### config.mk
export PLATFORM = sky130hd
export DESIGN_NAME = demux1_4_seq
export DESIGN_NICKNAME = d
export VERILOG_FILES = /design/src/rtl/demux1_4_seq.sv
export SDC_FILE = /design/constraint.sdc
export NUM_CORES = 1
export LEC_CHECK = 0
export ABC_AREA = 0
export BUFFER_PORTS_ARGS = -buffer_cell sky130_fd_sc_hd__buf_4
export CAP_MARGIN = 15
export CORE_UTILIZATION = 39
export DETAILED_ROUTE_END_ITERATION = 7
export GPL_TIMING_DRIVEN = 0
export PLACE_DENSITY_LB_ADDON = 0.3
export SLEW_MARGIN = 20
export SYNTH_ARGS = -nofsm -noshare
export SYNTH_HDL_FRONTEND = slang
export SYNTH_SLANG_ARGS = --single-unit
### constraint.sdc
create_clock -name clk -period 3.4 [get_ports clk]
set_input_delay 0.51 -clock clk [delete_from_list [all_inputs] [get_ports clk]]
set_output_delay 0.51 -clock clk [all_outputs]
set_load 0.02 [all_outputs]
### src/rtl/demux1_4_seq.sv
// demux1_4_seq: steers one input stream into four one-entry lane registers, by s or round-robin ptr.
// Latency 1 cycle; in_ready drops only while the target lane is full and not draining, stalling the source.
module demux1_4_seq #(
  parameter int WIDTH = 2
) (
  input  logic             clk,
  input  logic             rst_n,
  input  logic [WIDTH-1:0] in_data,
  input  logic             in_valid,
  output logic             in_ready,
  input  logic [1:0]       s,
  input  logic             auto,
  output logic [WIDTH-1:0] o0,
  output logic [WIDTH-1:0] o1,
  output logic [WIDTH-1:0] o2,
  output logic [WIDTH-1:0] o3,
  output logic [3:0]       o_valid,
  input  logic [3:0]       o_ready,
  output logic [1:0]       ptr,
  output logic [7:0]       xfer_cnt
);

  logic [WIDTH-1:0] lane_dat [4];
  logic [1:0]       tgt;
  logic [3:0]       drain;
  logic [3:0]       load;
  logic             accept;

  // Only the target lane gates acceptance; a lane draining this cycle can take a new word with no bubble.
  always_comb begin
    tgt      = auto ? ptr : s;
    in_ready = ~o_valid[tgt] | o_ready[tgt];
    accept   = in_valid & in_ready;
    drain    = o_valid & o_ready;
    load     = 4'b0000;
    if (accept) begin
      load[tgt] = 1'b1;
    end
  end

  always_ff @(posedge clk) begin
    if (!rst_n) begin
      for (int k = 0; k < 4; k++) begin
        lane_dat[k] <= '0;
      end
      o_valid  <= 4'b0000;
      ptr      <= 2'd0;
      xfer_cnt <= 8'd0;
    end else begin
      // Drained lanes keep their last word; only o_valid falls.
      for (int k = 0; k < 4; k++) begin
        if (load[k]) begin
          lane_dat[k] <= in_data;
        end
      end
      o_valid <= (o_valid & ~drain) | load;
      if (accept) begin
        xfer_cnt <= xfer_cnt + 8'd1;
        if (auto) begin
          ptr <= ptr + 2'd1;
        end
      end
    end
  end

  assign o0 = lane_dat[0];
  assign o1 = lane_dat[1];
  assign o2 = lane_dat[2];
  assign o3 = lane_dat[3];

endmodule

Word-level counts from Yosys, hierarchy flattened

Memories as Yosys holds them, arrays and structs flattened.
Cells that the tools add are included.

$add $sub $neg: 2
Magnitude comparators: 2
Multiplexer cells: 25
Bitwise operators: 11
Reduce and logical (&&, ||, !) cells: 2

Operators with widths:

| cell                  | number |
|---|---|
| $mux W1               | 16 |
| $mux W2               | 5 |
| $add A8 B1 Y8 const B | 1 |
| $and A4 B4 Y4         | 2 |
| $or A1 B1 Y1          | 5 |
| $bmux W1 S2           | 2 |
| $mux W4               | 1 |
| $not A4 Y4            | 1 |
| $or A4 B4 Y4          | 1 |
| $lt A2 B3 Y1 const B  | 1 |
| $add A2 B1 Y2 const B | 1 |
| $demux W1 S2          | 1 |
| $ge A2 B1 Y1 const B  | 1 |
| $reduce_and A2 Y1     | 1 |
| $and A1 B1 Y1         | 1 |
| $logic_and A1 B1 Y1   | 1 |
| $not A1 Y1            | 1 |

Bits in registers: 14
Memory bits (writable): 8
Bits of input ports: 12
Output and inout bits: 23
Logic and storage cells: 46
Memories kept: 1

Memory list:

| name     | depth | width | rd ports | clocked after memory_dff | wr ports | line | RTL |
|---|---|---|---|---|---|---|---|
| lane_dat | 4     | 2     | 4        | 0                        | 4        | 23   | `logic [WIDTH-1:0] lane_dat [4];` |

Logic depth before layout (Yosys ltp)

Gate-level depths: netlist of the first run.

Depth after elaboration: 11
Depth in mapped cells: 7

Worst setup path after synthesis of the first run

OpenSTA, ideal clock, no wires.

Kind: input to output
Start point: input port auto
End point: output port in_ready
Arrival time: 1,609 ps
Required time: 2,890 ps
Slack: 1,281 ps
Stages on the path: 6
Cells stage by stage: buf_6 -> mux2i_4 -> mux2i_4 -> mux2i_2 -> buf_6 -> inv_2

Longest elaborated chain between the ends: 5
Elaborated cells on any way between the ends: 7

Ends and longest elaborated chain:

| element                       | line | RTL |
|---|---|---|
| from (decl)                   | 12   | `input logic auto,` |
| $mux W2 (*)                   | 31   | `tgt = auto ? ptr : s;` |
| $bmux W1 S2                   | 32   | `in_ready = ~o_valid[tgt] \| o_ready[tgt];` |
| $mux W1 (implied by the code) | 32   |  |
| $not A1 Y1                    | 32   |  |
| $or A1 B1 Y1 (*)              | 32   |  |
| to (decl)                     | 10   | `output logic in_ready,` |

Mark *: on every way between the ends. The rest lies on a longest branch, timed or not. The select of a mux whose other input is x is not followed.

Worst setup path after layout of the first run

Ends and elaborated chain as after synthesis.

==> reports/results.tsv, run 1 <==
stage	metric	value	unit
outcome	result of the run	completed	
routing	number of optimization iterations in the first detailed-route pass	4	
final_layout	share of cells above drive strength 1	30.6	%
worst_hold_path	terminating pin of the worst hold path	xfer_cnt[7]	
placement	dpl hpwl	1.77	mm
final_layout	commonest cells after routing, fill and taps aside	32 x sky130_fd_sc_hd__buf_4, 14 x sky130_fd_sc_hd__dfxtp_1, 9 x sky130_fd_sc_hd__nand2_1	
power_and_ir_drop	VDD IR max	0.000265	V
sta	maximum clock frequency	435	MHz
power_and_ir_drop	fraction of power spent switching nets	26.8	%
sta	actual transition at the worst max-transition pin	405	ps
power_and_ir_drop	part of the power in registers	57.2	%
yosys	synthesized flop and latch total	22	
routing	Post-DRT Antenna Nets	0	
worst_hold_path	Hold Path Cell Cnt	2	
sta	setup-violating endpoint count in the final report	0	
clock_network	total setup buffers inserted after CTS	0	
die	overall die width	55.4	µm
routing	DRC violations left	0	
yosys	number of standard cells after synthesis	111	
setup_path	Crit Reg-Reg Startpoint	ptr[1]	
yosys	Post-Synthesis Net Count	124	
setup_path	cell-by-cell trace of the critical path	buf_6 > mux2i_4 > mux2i_4 > mux2i_2 > buf_6 > inv_2 > buf_4	
worst_hold_path	startpoint of the most critical hold path	xfer_cnt[7]	
clock_network	register clock-pin slew on the reported worst setup and hold paths	110	ps
sta	Final Hold Violating Endpoints	0	
setup_path	critical setup path kind	in -> out	
sta	final worst-path cycle share	67.7	%
global_route	antenna violations before repair	0	
power_and_ir_drop	static leakage	0.567	nW
final_layout	Area Overhead vs Synth	27.4	%
setup_path	register-to-register setup slack	1500	ps
clock_network	CTS tree	yes	
worst_hold_path	type of the most critical hold path	reg -> reg	
clock_network	Worst-Skew Late Latency	300	ps
clock_network	clock buffer count from CTS	3	
final_layout	leading cell type in the layout, fill and taps excluded	sky130_fd_sc_hd__buf_4	
setup_path	delay of the slowest cell on the worst path	370	ps
placement	gpl congestion	0.818	
clock_network	Post-CTS Hold Buffers	0	
die	initial core utilization	40.7	%
yosys	Avg Cell Area, Syn	10.0	µm²
die	Site Rows	19	
routing	routed len/inst	13.0	µm
sta	sum of negative setup slack	0	ps
yosys	sequential area share after synthesis	46.7	%
setup_path	Arr. time, crit path	1790	ps
placement	port buffer count	32	
sta	worst slew margin relative to its limit	72.7	%
routing	routed vias	939	
setup_path	endpoint class of the critical path	output port	
die	vertical die dimension	55.4	µm
power_and_ir_drop	part of the power in combinational logic	18.9	%
run	maximum capacitance violations	0	
clock_network	CTS Root Cell	sky130_fd_sc_hd__clkbuf_4	
die	number of primary I/O pins	35	
clock_network	Num Clock Sinks	22	
power_and_ir_drop	internal portion of total power	0.373	mW
setup_path	kind of cell adding the most delay to the critical path	multiplexers	
clock_network	number of H-tree levels	1	
power_and_ir_drop	power per unit of standard cell area	359	nW/µm²
die	die area	3070	µm²
setup_path	Setup crit start kind	input pin	
routing	total wire length	2.31	mm
setup_path	data required time at the worst endpoint	2890	ps
final_layout	post-layout net count	161	
sta	unrepaired setup endpoints after global routing	false	
routing	Vias/cell	5.28	
yosys	library cells used by synthesis	31	
sta	time the worst path needs with I/O delays and setup	2300	ps
power_and_ir_drop	part of the power in the clock network	23.9	%
global_route	Total GRT Usage	15.5	%
yosys	cell area after technology mapping	1110	µm²
sta	number of max-slew violations in the final report	0	
global_route	pin count of the biggest net entering global routing	13	
setup_path	buffer and inverter count on the worst path	4	
setup_path	largest driver fanout on the critical path	10	
final_layout	count of inserted antenna diode cells	0	
yosys	Yosys Warn Count	0	
clock_network	maximum buffer depth of the clock tree	2	
global_route	first-pass GRT wire length	3.80	mm
sta	maximum clock skew at final layout	9.39	ps
placement	Area after DPL	1390	µm²
die	placeable core area	2730	µm²
setup_path	Worst R2R Path Depth	5	
global_route	via count of the first global-routing pass	870	
clock_network	post-cts sizing count	0	
setup_path	slowest cell on the critical path	sky130_fd_sc_hd__mux2i_4	
final_layout	post-layout instance area	1420	µm²
power_and_ir_drop	net load switching power	0.136	mW
global_route	total overflow reported by the global router	0	
routing	number of violations reported at the end of detailed-routing iteration 0	21	
setup_path	RR Endpoint	xfer_cnt[6]	
## synthesized netlist by cell type
master | instances | area share, %
sky130_fd_sc_hd__a21boi_0 | 2 | 1.3
sky130_fd_sc_hd__a21boi_1 | 5 | 3.4
sky130_fd_sc_hd__a31oi_1 | 2 | 1.1
sky130_fd_sc_hd__and2_1 | 2 | 1.1
sky130_fd_sc_hd__and2b_2 | 1 | 0.79
sky130_fd_sc_hd__and3_1 | 1 | 0.56
sky130_fd_sc_hd__buf_6 | 2 | 2.0
sky130_fd_sc_hd__clkbuf_1 | 4 | 1.3
sky130_fd_sc_hd__dfxtp_1 | 14 | 25
sky130_fd_sc_hd__edfxtp_1 | 8 | 22
sky130_fd_sc_hd__ha_1 | 1 | 1.1
sky130_fd_sc_hd__inv_1 | 2 | 0.67
sky130_fd_sc_hd__inv_2 | 1 | 0.34
sky130_fd_sc_hd__mux2_2 | 2 | 2.0
sky130_fd_sc_hd__mux2i_1 | 5 | 4.5
sky130_fd_sc_hd__mux2i_2 | 1 | 1.2
sky130_fd_sc_hd__mux2i_4 | 2 | 4.0
sky130_fd_sc_hd__nand2_1 | 9 | 3.0
sky130_fd_sc_hd__nand2b_1 | 3 | 1.7
sky130_fd_sc_hd__nand3_1 | 5 | 2.2
sky130_fd_sc_hd__nand4_1 | 8 | 4.5
sky130_fd_sc_hd__nor2_1 | 8 | 2.7
sky130_fd_sc_hd__nor2b_1 | 6 | 3.4
sky130_fd_sc_hd__nor4b_2 | 1 | 1.3
sky130_fd_sc_hd__o21ai_0 | 6 | 2.7
sky130_fd_sc_hd__o21ai_1 | 2 | 0.90
sky130_fd_sc_hd__o2bb2ai_1 | 1 | 0.79
sky130_fd_sc_hd__o31ai_1 | 1 | 0.67
sky130_fd_sc_hd__or3_1 | 4 | 2.2
sky130_fd_sc_hd__or4_1 | 1 | 0.67
sky130_fd_sc_hd__xnor2_1 | 1 | 0.79
## registers in the layout (all words and copies together), names as in the netlist
register and flops:
lane_dat 8, ptr 2, o_valid 4, xfer_cnt 8
## final cells by class
cell class	instances	area, µm²
fillers	261	1320
multi-input cells	80	544
flip-flops and latches	22	520
repair buffers	32	240
well taps	31	38.8
plain buffers	6	37.5
clock buffers	4	26.3
inverters	3	11.3
## power groups by stage
stage	clock, mW	sequential (mW)	combinational [mW]
2_1_floorplan	0	0.311	0.0439
3_3_place_gp	0	0.297	0.0940
3_5_place_dp	0	0.297	0.0959
4_1_cts	0.129	0.291	0.0962
5_1_grt	0.137	0.293	0.104
6_report	0.122	0.291	0.0960
## worst reg2reg max path, cell delays in order (launching register included)
cell and delay [ps]:
sky130_fd_sc_hd__dfxtp_1 380, sky130_fd_sc_hd__mux2i_4 310, sky130_fd_sc_hd__mux2i_4 330, sky130_fd_sc_hd__mux2i_2 130, sky130_fd_sc_hd__or4_1 520, sky130_fd_sc_hd__a21boi_1 170
## metrics by stage
step | worst slack [ps] | total power, mW | util [%] | hold WS, ps | cells
after floorplan | 1280 | 0.355 | - | 540 | 111
after global placement | 1100 | 0.391 | 50.9 | 457 | 174
after detailed placement | 1110 | 0.393 | 50.9 | 466 | 174
after CTS | 1100 | 0.517 | 51.9 | 469 | 178
after global routing | 986 | 0.534 | 51.9 | 505 | 178
final | 1100 | 0.509 | 51.9 | 484 | 178
## worst max path at each step
stage	start	slack [ps]	endpoint	cells after the start
after CTS	auto	1100	in_ready	7
final	auto	1100	in_ready	7
after floorplan	auto	1280	in_ready	6
after global routing	ptr[1]	990	in_ready	6
after detailed placement	auto	1110	in_ready	7
after global placement	auto	1100	in_ready	7
## routing by layer
layer	track usage, %	up-vias	wire (µm)	part of all wire, %
met2	24.1	28	1100	48
met4	7.86	0	34	1.5
met1	20.6	434	1050	46
met5	0	-	0	0
li1	-	473	-	-
met3	3.04	4	117	5.1
## cell families (layout without fill, tap and decap cells)
group / after synthesis / in the layout / synth area share, %
adder cells (fa/ha/maj): 1 / 1 / 1.12
AO/OA/AOI/OAI: 19 / 19 / 10.9
flip-flops: 22 / 22 / 46.7
XOR/XNOR: 1 / 1 / 0.787
multiplexers: 10 / 10 / 11.8
AND/OR/NAND/NOR: 49 / 49 / 24.3
buffers and inverters: 9 / 45 / 4.38
Power figures use the tool's default switching activity.
==> run 2, diff against run 1 <==
--- a/config.mk
+++ b/config.mk
@@ -5,7 +5,7 @@
 export SDC_FILE = /design/constraint.sdc
 export NUM_CORES = 1
 export LEC_CHECK = 0
-export ABC_AREA = 0
+export ABC_AREA = 1
 export BUFFER_PORTS_ARGS = -buffer_cell sky130_fd_sc_hd__buf_4
 export CAP_MARGIN = 15
 export CORE_UTILIZATION = 39
==> constraint.sdc (replaced) <==
create_clock -name clk -period 2.4 [get_ports clk]
set_input_delay 0.36 -clock clk [delete_from_list [all_inputs] [get_ports clk]]
set_output_delay 0.36 -clock clk [all_outputs]
set_load 0.02 [all_outputs]
==> reports/results.tsv, run 2 <==
stage	metric	value	unit
final_layout	share of cells above drive strength 1	28.3	%
clock_network	clock buffer count from CTS	3	
sta	maximum clock frequency	521	MHz
global_route	via count of the first global-routing pass	953	
global_route	Total GRT Usage	16.3	%
yosys	top post-synthesis cells by area	sky130_fd_sc_hd__dfxtp_1 24%, sky130_fd_sc_hd__edfxtp_1 21%, sky130_fd_sc_hd__nand2_1 10%	
routing	routed vias	1034	
power_and_ir_drop	total chip power	0.746	mW
sta	sum of negative setup slack	0	ps
yosys	sequential area share after synthesis	45.5	%
routing	Vias/cell	4.90	
yosys	synthesized-area fraction occupied by ao, oa, aoi and oai cells	6.45	%
yosys	number of standard cells after synthesis	144	
sta	unrepaired setup endpoints after global routing	false	
yosys	cell area after technology mapping	1140	µm²
final_layout	leading registers by flop count	lane_dat (8), xfer_cnt (8), o_valid (4)	
sta	number of max-slew violations in the final report	0	
setup_path	Setup crit start kind	flip-flop	
sta	setup-violating endpoint count in the final report	0	
clock_network	Worst-Skew Late Latency	300	ps
die	initial core utilization	41.5	%
setup_path	most frequent cell on the critical path	sky130_fd_sc_hd__nand2_1	
setup_path	delay of the slowest cell on the worst path	380	ps
power_and_ir_drop	part of the power in the clock network	23.4	%
global_route	pin count of the biggest net entering global routing	13	
final_layout	Sequential cell area	520	µm²
power_and_ir_drop	internal portion of total power	0.533	mW
placement	Setup Slack @ Placement	563	ps
setup_path	data required time at the worst endpoint	2040	ps
clock_network	CTS tree	yes	
clock_network	total setup buffers inserted after CTS	0	
global_route	antenna violations before repair	0	
yosys	library cells used by synthesis	21	
clock_network	register clock-pin slew on the reported worst setup and hold paths	120	ps
setup_path	largest driver fanout on the critical path	10	
die	overall die width	56.2	µm
die	die area	3160	µm²
routing	DRC violations left	0	
yosys	simple-gate share of the synthesized area	33.6	%
final_layout	Area Overhead vs Synth	26.7	%
die	vertical die dimension	56.2	µm
final_layout	post-layout instance count excluding filler cells	211	
power_and_ir_drop	static leakage	0.687	nW
sta	final worst-path cycle share	79.9	%
routing	routed len/inst	11.1	µm
power_and_ir_drop	part of the power in combinational logic	20.9	%
power_and_ir_drop	power per unit of standard cell area	514	nW/µm²
yosys	Yosys Warn Count	0	
routing	number of violations reported at the end of detailed-routing iteration 0	20	
final_layout	commonest cells after routing, fill and taps aside	32 x sky130_fd_sc_hd__nand2_1, 32 x sky130_fd_sc_hd__buf_4, 19 x sky130_fd_sc_hd__nor2_1	
setup_path	Arr. time, crit path	1560	ps
setup_path	cell-by-cell trace of the critical path	nand2_2 > nand2_4 > nand2_1 > nand2_1 > nand2_1 > nand2_2 > inv_2 > nand2_4 > buf_6 > buf_4	
power_and_ir_drop	VDD IR max	0.000354	V
placement	dpl hpwl	1.83	mm
yosys	ys async rst share	0	%
die	Site Rows	19	
final_layout	count of inserted antenna diode cells	0	
global_route	total overflow reported by the global router	0	
final_layout	post-layout net count	194	
clock_network	number of H-tree levels	1	
power_and_ir_drop	fraction of power spent switching nets	28.6	%
final_layout	combined area of the multi-input logic cells	523	µm²
placement	DP Cell Count	207	
clock_network	Num Clock Sinks	22	
yosys	multiplexer share of the synthesized area	0	%
routing	total wire length	2.35	mm
clock_network	post-cts sizing count	0	
setup_path	register-to-register setup slack	690	ps
setup_path	endpoint class of the critical path	output port	
worst_hold_path	type of the most critical hold path	in -> reg	
routing	Post-DRT Antenna Nets	0	
routing	number of optimization iterations in the first detailed-route pass	4	
clock_network	CTS Root Cell	sky130_fd_sc_hd__clkbuf_4	
run	maximum capacitance violations	0	
sta	maximum clock skew at final layout	1.02	ps
yosys	synthesized flop and latch total	22	
placement	port buffer count	32	
yosys	number of enable flip-flop cells after synthesis	8	
yosys	Commonest cells post-synth	32 x sky130_fd_sc_hd__nand2_1, 19 x sky130_fd_sc_hd__nor2_1, 15 x sky130_fd_sc_hd__nand3_1	
final_layout	FILL cells	289	
placement	gpl congestion	0.885	
yosys	Post-Synth Adder-Cell Area	1.09	%
setup_path	slowest cell on the critical path	sky130_fd_sc_hd__dfxtp_1	
yosys	most frequent cell after synthesis	sky130_fd_sc_hd__nand2_1	
sta	worst slew margin relative to its limit	73.2	%
sta	Final Hold Violating Endpoints	0	
yosys	area leader, netlist	sky130_fd_sc_hd__dfxtp_1	
yosys	flip-flop cell with the highest count after synthesis	sky130_fd_sc_hd__dfxtp_1	
power_and_ir_drop	part of the power in registers	55.8	%
power_and_ir_drop	net load switching power	0.213	mW
yosys	Post-Synthesis Net Count	157	
yosys	top cell type's share of synthesized area	24.5	%
sta	worst setup slack after layout	481	ps
global_route	first-pass GRT wire length	4.04	mm
die	placeable core area	2760	µm²
clock_network	maximum buffer depth of the clock tree	2	
die	number of primary I/O pins	35	
clock_network	Post-CTS Hold Buffers	0	
sta	time the worst path needs with I/O delays and setup	1920	ps
setup_path	critical setup path kind	reg -> out	
yosys	largest family of logic cells by synthesized area	simple AND/OR/NAND/NOR gates	
yosys	Avg Cell Area, Syn	7.95	µm²
yosys	post-synthesis share of cell area spent on xor and xnor gates	4.59	%
sta	actual transition at the worst max-transition pin	402	ps
outcome	result of the run	completed	
## run 2: cell type report
cell class	count	area share (%)
inverter	16	4.14
tap	31	2.67
multi-input combinational	101	36.1
buffer	5	2.85
sequential	22	35.9
clock buffer	4	1.81
timing repair buffer	32	16.6
## run 2: cells by family after synthesis
family / count (synthesis)
flip-flops: 22
AO/OA/AOI/OAI: 14
AND/OR/NAND/NOR: 80
XOR/XNOR: 6
adder cells (fa/ha/maj): 1
buffers and inverters: 21
## run 2: metal layers
metal,track usage [%],wire length [µm],up-vias
met4,7.67,45,0
met1,18.8,1020,470
met2,29.1,1180,24
li1,-,-,536
met5,0,0,-
met3,2.79,103,4
## run 2: per-stage QoR
step,hold slack (ps),util (%),area [µm²]
2_1_floorplan,520,-,1140
3_3_place_gp,464,51.6,1420
3_5_place_dp,464,51.6,1420
4_1_cts,297,52.6,1450
5_1_grt,295,52.6,1450
6_report,299,52.6,1450
## run 2: worst max-delay path, delay by kind of cell (launching register included)
kind	cells	cell delay [ps]
DFF	1	380
buffers and inverters	3	320
and+or+nand+nor	7	560
## run 2: power groups by stage
stage	clock, mW	sequential [mW]	combinational, mW
2_1_floorplan	0	0.446	0.0769
3_3_place_gp	0	0.424	0.155
3_5_place_dp	0	0.425	0.157
4_1_cts	0.179	0.416	0.158
5_1_grt	0.193	0.418	0.172
6_report	0.174	0.416	0.156
## run 2: final timing paths
kind,startpoint,endpoint,depth (start not counted)
worst min-delay path,o_ready[2],o_valid[2],3
worst max register to register,ptr[0],lane_dat[1][1],11
worst max-delay path,ptr[0],in_ready,10
worst min register to register,ptr[0],ptr[0],2
==> run 3, diff against run 2 <==
==> constraint.sdc (replaced) <==
create_clock -name clk -period 1.7 [get_ports clk]
set_input_delay 0.255 -clock clk [delete_from_list [all_inputs] [get_ports clk]]
set_output_delay 0.255 -clock clk [all_outputs]
set_load 0.02 [all_outputs]
==> reports/results.tsv, run 3 (synthesized netlist as in run 2, its figures left out) <==
stage	metric	value	unit
global_route	via count of the first global-routing pass	981	
global_route	pin count of the biggest net entering global routing	13	
placement	port buffer count	32	
clock_network	number of H-tree levels	1	
clock_network	Num Clock Sinks	22	
routing	routed len/inst	11.3	µm
setup_path	path length in cells of the critical path	8	
global_route	antenna violations before repair	0	
clock_network	clock buffer count from CTS	3	
setup_path	Worst R2R Path Depth	11	
power_and_ir_drop	static leakage	0.718	nW
die	placeable core area	2760	µm²
sta	final worst-path cycle share	94.1	%
power_and_ir_drop	power per unit of standard cell area	707	nW/µm²
final_layout	post-layout net count	198	
clock_network	CTS Root Cell	sky130_fd_sc_hd__clkbuf_4	
routing	DRC violations left	0	
setup_path	most frequent cell on the critical path	sky130_fd_sc_hd__nand2_1	
final_layout	commonest cells after routing, fill and taps aside	36 x sky130_fd_sc_hd__buf_4, 32 x sky130_fd_sc_hd__nand2_1, 19 x sky130_fd_sc_hd__nor2_1	
die	die area	3160	µm²
power_and_ir_drop	VDD IR max	0.000503	V
run	maximum capacitance violations	0	
setup_path	delay of the slowest cell on the worst path	370	ps
placement	gpl congestion	0.885	
sta	unrepaired setup endpoints after global routing	true	
setup_path	kind of cell adding the most delay to the critical path	simple AND/OR/NAND/NOR gates	
sta	sum of negative setup slack	0	ps
setup_path	data required time at the worst endpoint	1440	ps
setup_path	Arr. time, crit path	1340	ps
die	number of primary I/O pins	35	
routing	Vias/cell	4.91	
sta	actual transition at the worst max-transition pin	565	ps
global_route	Total GRT Usage	16.6	%
clock_network	register clock-pin slew on the reported worst setup and hold paths	120	ps
setup_path	buffer and inverter count on the worst path	1	
outcome	result of the run	completed	
setup_path	cell-by-cell trace of the critical path	nand2_4 > nand2_4 > nand2_1 > nand2_1 > nand2_1 > nand2_2 > nand2_8 > buf_6	
final_layout	leading cell type in the layout, fill and taps excluded	sky130_fd_sc_hd__buf_4	
worst_hold_path	Hold Path Cell Cnt	3	
routing	routed vias	1055	
die	initial core utilization	41.5	%
final_layout	Area Overhead vs Synth	33.6	%
setup_path	endpoint class of the critical path	output port	
routing	number of optimization iterations in the first detailed-route pass	4	
routing	Post-DRT Antenna Nets	0	
clock_network	Post-CTS Hold Buffers	0	
global_route	total overflow reported by the global router	0	
routing	number of violations reported at the end of detailed-routing iteration 0	15	
final_layout	leading registers by flop count	lane_dat (8), xfer_cnt (8), o_valid (4)	
setup_path	critical setup path kind	reg -> out	
clock_network	Worst-Skew Late Latency	310	ps
setup_path	largest driver fanout on the critical path	6	
worst_hold_path	type of the most critical hold path	in -> reg	
die	Site Rows	19	
sta	maximum clock skew at final layout	1.91	ps
global_route	first-pass GRT wire length	4.13	mm
sta	setup-violating endpoint count in the final report	0	
final_layout	share of cells above drive strength 1	33.2	%
sta	time the worst path needs with I/O delays and setup	1600	ps
die	overall die width	56.2	µm
die	vertical die dimension	56.2	µm
clock_network	maximum buffer depth of the clock tree	2	
routing	total wire length	2.43	mm
sta	Post-Route Hold Slack	195	ps
setup_path	slowest cell on the critical path	sky130_fd_sc_hd__dfxtp_2	
sta	number of max-slew violations in the final report	0	
setup_path	Setup crit start kind	flip-flop	
sta	maximum clock frequency	625	MHz
sta	Final Hold Violating Endpoints	0	
placement	dpl hpwl	1.83	mm
sta	worst slew margin relative to its limit	62.3	%
clock_network	CTS tree	yes	
final_layout	count of inserted antenna diode cells	0	
==> run 3: cell count changes in the layout (fill, tap and decap cells not counted), sizes merged <==
cell	before	now
buf	35	39
==> run 3: layout make-up <==
type / instances / area, µm²
fill: 279 / 1230
multi-input combinational: 101 / 567
sequential: 22 / 523
timing repair buffer: 37 / 282
inverter: 16 / 62.6
tap: 31 / 38.8
buffer: 4 / 30.0
clock buffer: 4 / 26.3
==> run 3: metal layers <==
layer  track usage [%]  wire (µm)
met2              30.6       1220
met3              2.56        106
met4              7.32         45
met1              18.6       1060
met5                 0          0
==> run 3: per-stage QoR <==
stage	area, µm²	worst slack (ps)	utilization [%]	total power [mW]	cells
after floorplan	1140	27.0	-	0.739	144
after global placement	1420	30.5	51.6	0.817	207
after detailed placement	1420	-31.9	51.6	0.822	207
after CTS	1470	7.10	53.3	1.07	213
after global routing	1530	7.87	55.4	1.13	215
final	1530	101	55.4	1.08	215
==> run 3: report_power, final <==
| group | internal [mW] | total (mW) | switching [mW] |
|---|---|---|---|
| Sequential | 0.572 | 0.588 | 0.0163 |
| Clock | 0.0916 | 0.246 | 0.155 |
| Combinational | 0.102 | 0.247 | 0.145 |
==> run 3: final timing paths <==
kind / startpoint / to / slack (ps)
max reg2reg: ptr[0] / lane_dat[2][0] / 130
min: o_ready[2] / o_valid[2] / 190
min reg2reg: o_valid[2] / o_valid[2] / 500
max: ptr[0] / in_ready / 100
==> run 3: tightest hold or removal path, cell delays in order <==
cell and delay, ps:
sky130_fd_sc_hd__buf_4 80, sky130_fd_sc_hd__nand3b_1 90, sky130_fd_sc_hd__nand2_1 50
==> run 3: timing repair <==
item,in CTS,in global routing
endpoints found under the setup margin,3,9
gates resized for setup,3,9
gates cloned,0,0
setup buffers,3,2
pin swaps,1,4
